File: src/rtl/uart_tx_pkg.sv
// rtl/uart_tx_pkg.sv - shared state enum, parity constants and default width for the UART transmit controller
package uart_tx_pkg;

    localparam int DEFAULT_DATA_WIDTH = 8;

    localparam logic PAR_EVEN = 1'b0;
    localparam logic PAR_ODD  = 1'b1;

    typedef enum logic [2:0] {
        ST_IDLE   = 3'd0,
        ST_START  = 3'd1,
        ST_DATA   = 3'd2,
        ST_PARITY = 3'd3,
        ST_STOP1  = 3'd4,
        ST_STOP2  = 3'd5
    } state_e;

endpackage

File: src/rtl/uart_tx_parity_calc.sv
// rtl/uart_tx_parity_calc.sv - combinational even/odd parity of the offered data word
module uart_tx_parity_calc
    import uart_tx_pkg::*;
#(
    parameter int DATA_WIDTH = DEFAULT_DATA_WIDTH
) (
    input  logic [DATA_WIDTH-1:0] p_data,
    input  logic                  par_typ,
    output logic                  parity_bit
);

    // Even parity is the plain XOR reduction; odd parity is its inverse.
    always_comb begin
        parity_bit = ^p_data;
        if (par_typ == PAR_ODD) begin
            parity_bit = ~(^p_data);
        end
    end

endmodule

File: src/rtl/uart_tx_ctrl.sv
// rtl/uart_tx_ctrl.sv - UART transmit frame FSM with registered line, busy, shift-enable and done outputs
module uart_tx_ctrl
    import uart_tx_pkg::*;
#(
    parameter int DATA_WIDTH = DEFAULT_DATA_WIDTH
) (
    input  logic                  clk,
    input  logic                  rst,
    input  logic [DATA_WIDTH-1:0] p_data,
    input  logic                  data_valid,
    input  logic                  par_en,
    input  logic                  par_typ,
    input  logic                  stop_two,
    input  logic                  ser_data,
    input  logic                  ser_done,
    output logic                  ser_en,
    output logic                  tx_out,
    output logic                  busy,
    output logic                  tx_done
);

    localparam int               CNT_W    = $clog2(DATA_WIDTH);
    localparam logic [CNT_W-1:0] CNT_LAST = CNT_W'(DATA_WIDTH - 1);

    state_e           state_q, state_d;
    logic [CNT_W-1:0] cnt_q, cnt_d;
    logic             par_bit_q, par_bit_d;
    logic             par_en_q, par_en_d;
    logic             stop_two_q, stop_two_d;
    logic             tx_out_q, tx_out_d;
    logic             busy_q, busy_d;
    logic             ser_en_q, ser_en_d;
    logic             tx_done_q, tx_done_d;
    logic             parity_now;

    uart_tx_parity_calc #(
        .DATA_WIDTH (DATA_WIDTH)
    ) u_parity (
        .p_data     (p_data),
        .par_typ    (par_typ),
        .parity_bit (parity_now)
    );

    // Next-state, frame configuration capture and next-cycle output values.
    always_comb begin
        state_d    = state_q;
        cnt_d      = cnt_q;
        par_bit_d  = par_bit_q;
        par_en_d   = par_en_q;
        stop_two_d = stop_two_q;

        case (state_q)
            ST_IDLE: begin
                if (data_valid) begin
                    state_d    = ST_START;
                    cnt_d      = '0;
                    par_bit_d  = parity_now;
                    par_en_d   = par_en;
                    stop_two_d = stop_two;
                end
            end
            ST_START: begin
                state_d = ST_DATA;
                cnt_d   = '0;
            end
            ST_DATA: begin
                // The counter backs up ser_done so a silent serializer cannot stall the frame.
                if (ser_done || (cnt_q == CNT_LAST)) begin
                    state_d = par_en_q ? ST_PARITY : ST_STOP1;
                end else begin
                    cnt_d = cnt_q + CNT_W'(1);
                end
            end
            ST_PARITY: state_d = ST_STOP1;
            ST_STOP1:  state_d = stop_two_q ? ST_STOP2 : ST_IDLE;
            ST_STOP2:  state_d = ST_IDLE;
            default:   state_d = ST_IDLE;
        endcase

        // Outputs are decoded from the next state so they line up with it once registered.
        case (state_d)
            ST_START:  tx_out_d = 1'b0;
            ST_DATA:   tx_out_d = ser_data;
            ST_PARITY: tx_out_d = par_bit_q;
            default:   tx_out_d = 1'b1;
        endcase
        busy_d    = (state_d != ST_IDLE);
        ser_en_d  = (state_d == ST_DATA);
        tx_done_d = (state_d == ST_STOP2) || ((state_d == ST_STOP1) && !stop_two_q);
    end

    // State, counter, latched configuration and output registers with synchronous reset.
    always_ff @(posedge clk) begin
        if (rst) begin
            state_q    <= ST_IDLE;
            cnt_q      <= '0;
            par_bit_q  <= 1'b0;
            par_en_q   <= 1'b0;
            stop_two_q <= 1'b0;
            tx_out_q   <= 1'b1;
            busy_q     <= 1'b0;
            ser_en_q   <= 1'b0;
            tx_done_q  <= 1'b0;
        end else begin
            state_q    <= state_d;
            cnt_q      <= cnt_d;
            par_bit_q  <= par_bit_d;
            par_en_q   <= par_en_d;
            stop_two_q <= stop_two_d;
            tx_out_q   <= tx_out_d;
            busy_q     <= busy_d;
            ser_en_q   <= ser_en_d;
            tx_done_q  <= tx_done_d;
        end
    end

    assign tx_out  = tx_out_q;
    assign busy    = busy_q;
    assign ser_en  = ser_en_q;
    assign tx_done = tx_done_q;

endmodule

File: config.mk
export PLATFORM = sky130hd
export DESIGN_NAME = uart_tx_ctrl
export DESIGN_NICKNAME = d
export VERILOG_FILES = /design/src/rtl/uart_tx_pkg.sv /design/src/rtl/uart_tx_parity_calc.sv /design/src/rtl/uart_tx_ctrl.sv
export SDC_FILE = /design/constraint.sdc
export NUM_CORES = 1
export LEC_CHECK = 0
export ABC_AREA = 1
export CAP_MARGIN = 20
export CORE_MARGIN = 4
export CORE_UTILIZATION = 41
export CTS_CLUSTER_DIAMETER = 200
export CTS_CLUSTER_SIZE = 28
export DETAILED_ROUTE_END_ITERATION = 8
export PLACE_DENSITY_LB_ADDON = 0.25
export SLEW_MARGIN = 5
export SYNTH_ARGS = -nofsm -noshare
export SYNTH_HDL_FRONTEND = slang
export SYNTH_SLANG_ARGS = --single-unit
File: constraint.sdc
create_clock -name clk -period 3 [get_ports clk]
set_input_delay 0.3 -clock clk [delete_from_list [all_inputs] [get_ports clk]]
set_output_delay 0.3 -clock clk [all_outputs]
set_load 0.03 [all_outputs]
Yosys cells after proc, flatten, opt, wreduce, memory -nomap -nowiden
Index checks and enable logic that the tools add are counted.
{"block": "word_totals", "regBits": 13, "latchBits": 0, "mem_bits_rw": 0, "rom_bits": 0, "inputBits": 16, "wordCells": 43, "n_memories": 0}
{"block": "op_classes", "n_addsub": 1, "n_mul": 0, "n_div": 0, "order_cmp": 0, "eq_ne": 12, "shifts": 0, "mux": 10, "n_bitwise": 1, "reduce_logical": 10}
{"op": "3-bit two-way mux", "count": 6}
{"op": "3-bit case mux with 5 select lines", "count": 1}
{"op": "3-bit by 2-bit equality test with 1-bit output, second input constant", "count": 4}
{"op": "3-bit equality test, second input constant", "count": 4}
{"op": "3-bit case mux with 3 select lines", "count": 1}
{"op": "8-bit XOR reduction", "count": 1}
{"op": "3-bit by 1-bit equality test with 1-bit output, second input constant", "count": 2}
{"op": "3-bit nonzero test", "count": 2}
{"op": "2-bit inequality test, second input constant", "count": 2}
{"op": "3-bit by 1-bit adder with 3-bit output, second input constant", "count": 1}
{"op": "3-bit zero test", "count": 1}
{"op": "1-bit case mux with 3 select lines", "count": 1}
{"op": "3-bit AND reduction", "count": 1}
{"op": "1-bit logical OR", "count": 2}
{"op": "2-bit AND reduction", "count": 1}
{"op": "1-bit logical AND", "count": 1}
{"op": "1-bit zero test", "count": 1}
{"op": "1-bit two-way mux", "count": 1}
{"op": "1-bit inverter", "count": 1}

Logic depth before layout (Yosys ltp)
Gate-level depths: netlist of run 1.
{"block": "logic_depth", "word_depth": 7, "ltp_mapped": 10, "depth_no_buf": 10}

Cells and area by module
From an unflattened synthesis of run 1, not the netlist that was laid out.
{"block": "unflattened", "cells_unflattened": 124, "area_unflattened_um2": 803.3}
{"mod": "uart_tx_ctrl", "instances": 1, "cells_per_inst": 86, "area_per_inst_um2": 639.4, "seq_area_each_um2": 260.2}
{"mod": "uart_tx_parity_calc", "instances": 1, "cells_per_inst": 38, "area_per_inst_um2": 163.9, "seq_area_each_um2": 0.0}

Worst setup path after synthesis of run 1
Ideal clock, no wire load.
{"block": "synth_timing", "path_type": "register to register", "startpoint": "reg cnt_q[0]", "endpoint": "reg cnt_q[0]", "t_arrival_ns": 1.429, "required_time_ns": 2.885, "setup_slack_ns": 1.456, "stages_incl_launch_ff": 9, "n_path_buf": 0, "path_cell_list": "dfxtp_1 -> ha_1 -> ha_1 -> nor2_4 -> inv_2 -> o21ai_0 -> nand2_1 -> o21ai_1 -> nor2_1"}
{"block": "synth_between", "elab_chain_len": 4, "elab_cells_between_ends": 7, "cone_classes": "1 x add/sub; 2 x eq/ne; 2 x mux; 2 x reduce/logical"}
{"item": "start: declaration", "line": "uart_tx_ctrl.sv:26", "text": "logic [CNT_W-1:0] cnt_q, cnt_d;"}
{"item": "start signal: assignment", "line": "uart_tx_ctrl.sv:106", "text": "cnt_q <= cnt_d;"}
{"item": "branches (longest 4 deep; another with 3-bit by 1-bit adder with 3-bit output)"}
Parallel ways; which one is timed is not known. The select of a mux whose other input is x is not followed.
A chain may end at the register's enable or synchronous reset.

Worst setup path in the final report of run 1
Same ends and word-level chain as after synthesis.

==> results of run 1 <==
==> worst paths after layout <==
path	from	endpoint	slack, ps
worst max-delay path	cnt_q[0]	cnt_q[0]	1240
worst min register to register	cnt_q[1]	cnt_q[1]	480
worst min-delay path	cnt_q[1]	cnt_q[1]	480
worst max register to register	cnt_q[0]	cnt_q[0]	1240
==> registers in the layout, indices dropped and copies added, names as in the netlist <==
name,count
busy,1
cnt_q,3
par_bit_q,1
par_en_q,1
ser_en,1
state_q,3
stop_two_q,1
tx_done,1
tx_out,1
==> cell type report <==
| cell class | count | area [um^2] | area share (%) |
|---|---|---|---|
| Sequential cell | 13 | 260.3 | 26.33 |
| Clock buffer | 4 | 26.28 | 2.658 |
| Tap cell | 25 | 31.28 | 3.165 |
| Inverter | 23 | 86.33 | 8.734 |
| Timing Repair Buffer | 19 | 190.2 | 19.24 |
| Multi-Input combinational cell | 79 | 394.1 | 39.87 |
==> power by group through the flow <==
stage          Sequential [mW]  Combinational (mW)  Clock, mW
3_3_place_gp             0.199               0.111          0
6_report                 0.196               0.114      0.110
2_1_floorplan            0.208              0.0597          0
4_1_cts                  0.196               0.115      0.113
3_5_place_dp             0.200               0.115          0
5_1_grt                  0.198               0.128      0.122
==> cells by family after synthesis <==
logic type / after synthesis / share of synthesized area (%)
buffers and inverters: 23 / 11.66
AND/OR/NAND/NOR: 63 / 39.70
AO/OA/AOI/OAI: 13 / 8.952
adder cells (fa/ha/maj): 2 / 3.378
XOR/XNOR: 1 / 1.183
flip-flops: 13 / 35.14
==> cells in the final DEF, fill, tap and decap left out <==
cell	count
clkbuf_4	3
o21ai_0	5
o21ai_1	2
nand2_2	2
nor3_1	1
xnor2_1	1
nor3_4	1
inv_2	3
clkdlybuf4s50_1	19
nor2_4	1
a21oi_1	5
nand2_1	30
clkbuf_1	1
ha_1	2
nand4_1	3
a31oi_1	1
nor2_2	5
dfxtp_1	13
nand3_1	9
inv_1	20
nor2_1	11
==> tightest hold or removal path, stage by stage, from the launching register on <==
cell and delay, ps:
dfxtp_1 320, nand2_1 60, a21oi_1 60
==> per-stage QoR <==
step	cells	power (mW)	hold WS [ps]	cell area [um^2]
floorplan	115	0.2675	369.1	740.7
global placement	159	0.3106	469.0	962.2
detailed placement	159	0.3143	474.9	962.2
CTS	163	0.4240	487.2	988.4
global route	163	0.4472	504.4	988.4
finish	163	0.4198	484.4	988.4
==> metal layers <==
layer  track usage (%)  vias up  share of wire, %
met5                 0        -                 0
met4             9.417        0               2.3
met3             4.451        5               4.5
met2             25.22       11                50
met1             15.96      327                43
li1                  -      406                 -
==> results.toml, run 1 <==
[sta]
fmaxAchievable_mhz = 567.5
timing.setup.tns_ps = 0
slew_violations = 0
setup_viol_count_final = 0
setup_ws_ps = 1238
grt_setup_unrepaired = "no"
post-route-min-period_ps = 1762
hold_viol_final = 0
worst_pin_slew_ps = 423.0
slew-limit-headroom_pct = 71.50
period_share_pct = 58.73
clock_skew_ps = 2.686

[pwr]
p_sw_mw = 0.1317
internal_power_mw = 0.2881
seq_power_share_pct = 46.7
leakagePower_nw = 0.4891
p_comb_share_pct = 27.2
vdd_drop_max_uv = 253.3
swShare_pct = 31.37
clkPwrFrac_pct = 26.1
powerDensity_mw_per_mm2 = 424.7

[drt]
wl_per_cell_um = 10.04
firstDrtPassIters = 4
vias_per_cell = 4.595
drtAntennaViolNets = 0
drt_iter0_drc = 11
num_vias = 749
wirelength_mm = 1.637
drc = 0

[cells_and_area]
fill_cells = 181
post-route-util_pct = 57.25
layout-drive-gt1-share_pct = 10.87
n_antenna_cell = 0
layout.nets = 157
syn2layout_area_growth_pct = 33.45

[placed_design]
dp_slack_ps = 1254
portBuffers = 19
gp_congestion = 0.8801
place_hpwl_mm = 1.362

[run]
cap_viol_max_count = 0

[setup_path]
path_common_cell = "ha_1"
cp_slowest_cell = "o21ai_0"
critPathTopFamily = "compound AO/OA/AOI/OAI gates"
arrival_ps = 1940
cp.depth = 8
timing.critical_path.buf_inv = 1
end_kind = "flip-flop"
required_ps = 3180
crit_path_start_kind = "flip-flop"
rr_worst_depth = 8
crit_chain = "ha_1, ha_1, nor2_4, inv_2, o21ai_0, nand2_1, o21ai_1, nor2_1"
slowest_delay_ps = 350
path_max_fanout = 4
crit_type = "flip-flop to flip-flop"

[synth]
synth_area_leaders = "dfxtp_1, nand2_1, inv_1, nand3_1, nor2_1"
ys_seq_area_share_pct = 35.14
netlist_top_cells_count = "nand2_1, inv_1, dfxtp_1"
synthArstFlopShare_pct = 0
netlist_instances = 115
synth_area_um2 = 740.7
synth_top_area_share_pct = 35.14
synth-seq-cells = 13
synth-edff-count = 0
ys_warn_count = 0
synthFlopType = "dfxtp_1"
syn-num-nets = 133
syn_avg_cell_area_um2 = 6.441
ys_types = 18
synth_most_common_cell = "nand2_1"
synth.largest_area_cell = "dfxtp_1"

[global_routing]
grt_pass1_wl_mm = 2.829
grt_max_degree = 8
grtUsageTotal_pct = 14.87
antenna_found_initial = 0
grt_pass1_vias = 694
grt_overflow = 0

[clock_tree]
postCtsSetupRepairBufs = 0
h-tree-depth = 1
cts-resized-gates = 0
cts_sinks = 13
cts.clk_slew.worst_paths_ps = 80
clock_latency_ps = 280
cts_buffers = 3
cts_root_buf = "clkbuf_4"
cts_tree = "yes"
hold_buffers = 0
clockBufferDepth = 2

[hold_path]
min_path_type = "flip-flop to flip-flop"
hold_depth = 2

[die]
rows = 15
die_w_um = 50.51
dieHeight_um = 50.51
initial_core_util_pct = 42.90
dieArea_mm2 = 0.002551
num_io_pins = 20
core_area_mm2 = 0.001727

[outcome]
status = "completed"
No activity file was read; power rests on OpenSTA's default activity.
==> inputs of run 2 (changes only) <==
Clock period 3 ns to 1.56 ns, I/O delays scaled along.
==> run 2 against run 1 <==
Clock skew rose by 3.3 ps. Design area rose by 3.4%. Flip-flop and latch count unchanged. Clock power is 82% higher. Setup slack worse by 1100 ps. Die area unchanged. Via count decreased by 1.3%. Register-to-register slack got worse by 1100 ps. Utilization rose by 2.0 points. Sequential power up 92%.
==> results.toml, run 2 (same netlist as run 1, synthesis figures left out) <==
[outcome]
status = "completed"

[die]
dieHeight_um = 50.51
rows = 15
initial_core_util_pct = 42.90
dieArea_mm2 = 0.002551
die_w_um = 50.51
num_io_pins = 20
core_area_mm2 = 0.001727

[setup_path]
r2r-start = "cnt_q[0]"
r2r_end = "cnt_q[1]"
cp_slowest_cell = "dfxtp_2"
regToRegSetupSlack_ps = 140
timing.critical_path.buf_inv = 2
required_ps = 1760
rr_worst_depth = 8
crit_type = "flip-flop to flip-flop"
arrival_ps = 1620
crit_chain = "ha_1, ha_2, nor2_4, inv_2, o21ai_1, buf_4, nand4_1, a21oi_1"
critPathTopFamily = "adder cells"
end_kind = "flip-flop"
crit_path_start_kind = "flip-flop"
slowest_delay_ps = 330
path_max_fanout = 4

[cells_and_area]
final_common_cell = "nand2_1"
largestRegisters = "cnt_q: 3 flops, state_q: 3 flops"
layout_common_cells = "nand2_1, inv_1, clkdlybuf4s50_1, nor2_1, dfxtp_1"
fill_cells = 170
layout.cells.non_filler = 166
layout.nets = 160
n_antenna_cell = 0
syn2layout_area_growth_pct = 38.01
layout-drive-gt1-share_pct = 17.02

[hold_path]
min_path_type = "flip-flop to flip-flop"
hold_depth = 2
hold_end = "cnt_q[1]"
hp-start = "cnt_q[1]"

[clock_tree]
h-tree-depth = 1
clockBufferDepth = 2
cts.clk_slew.worst_paths_ps = 80
cts_root_buf = "clkbuf_4"
postCtsSetupRepairBufs = 0
cts_sinks = 13
clock_latency_ps = 270
cts_buffers = 3
cts_tree = "yes"

[drt]
drc = 0
vias_per_cell = 4.452
wirelength_mm = 1.480
wl_per_cell_um = 8.916
drtAntennaViolNets = 0
firstDrtPassIters = 4
drt_iter0_drc = 16
num_vias = 739

[pwr]
powerDensity_mw_per_mm2 = 787.0
vdd_drop_max_uv = 589.7
total_power_mw = 0.8045
leakagePower_nw = 0.5002

[placed_design]
dp_slack_ps = 45.50
portBuffers = 19
dp_cells = 163
place_hpwl_mm = 1.273
gp_congestion = 0.8329

[global_routing]
antenna_found_initial = 0
grt_overflow = 0
grt_pass1_vias = 684
grtUsageTotal_pct = 13.04
grt_max_degree = 8
grt_pass1_wl_mm = 2.601

[sta]
clock_skew_ps = 5.991
fin_hold_ws_ps = 473.6
grt_setup_unrepaired = "no"
setup_ws_ps = 142.7
post-route-min-period_ps = 1417
hold_viol_final = 0
period_share_pct = 90.86
worst_pin_slew_ps = 314.4
slew-limit-headroom_pct = 78.98
timing.setup.tns_ps = 0
setup_viol_count_final = 0
fmaxAchievable_mhz = 705.5
slew_violations = 0

[run]
cap_viol_max_count = 0
-- run 2: cell count changes in the layout (fill, tap and decap cells not counted), moves of 2 or more --
cell,before,now
buf_4,0,3
o21ai_1,2,4
o21ai_0,5,3
dfxtp_2,0,2
dfxtp_1,13,11
-- run 2: cell type report --
cell class	instances	area, um^2	area share, %
Inverter	23	86.33	8.446
Clock buffer	4	26.28	2.570
Tap cell	25	31.28	3.060
Timing Repair Buffer	22	212.7	20.81
Multi-Input combinational cell	79	402.9	39.41
Sequential cell	13	262.8	25.70
-- run 2: how the worst max path moves through the flow --
| stage | startpoint | end | cells past startpoint |
|---|---|---|---|
| 2_1_floorplan | cnt_q[0] | cnt_q[0] | 8 |
| 3_3_place_gp | cnt_q[0] | tx_done | 8 |
| 3_5_place_dp | cnt_q[0] | cnt_q[1] | 8 |
| 4_1_cts | cnt_q[0] | cnt_q[1] | 8 |
| 5_1_grt | cnt_q[0] | cnt_q[0] | 8 |
| 6_report | cnt_q[0] | cnt_q[1] | 8 |
-- run 2: power breakdown --
part,internal [mW],switching (mW)
sequential,0.359,0.0169
combinational,0.105,0.124
clock,0.0989,0.101
total,0.562,0.242
-- run 2: worst min-delay path, cell delays in order (launching register included) --
cell and delay (ps):
dfxtp_2 330, nand2_1 50, a21oi_1 60
-- run 2: timing repair --
item	4_1_cts	5_1_grt
endpoints found under the setup margin	0	8
endpoints found under the hold margin	0	0
hold buffers	0	0
gates resized for setup	0	8
-- run 2: routing by layer --
layer,global-route usage [%],vias up,share of wire (%)
met1,14.57,311,44
met4,4.036,0,0.68
met2,23.04,14,51
met3,4.451,2,4.8
li1,-,412,-
met5,0,-,0
-- run 2: per-stage QoR --
| step | utilization [%] | area [um^2] |
|---|---|---|
| after CTS | 58.99 | 1018 |
| after floorplan | - | 740.7 |
| after detailed placement | 57.46 | 992.2 |
| after global placement | 57.46 | 992.2 |
| final | 59.20 | 1022 |
| after global routing | 59.20 | 1022 |
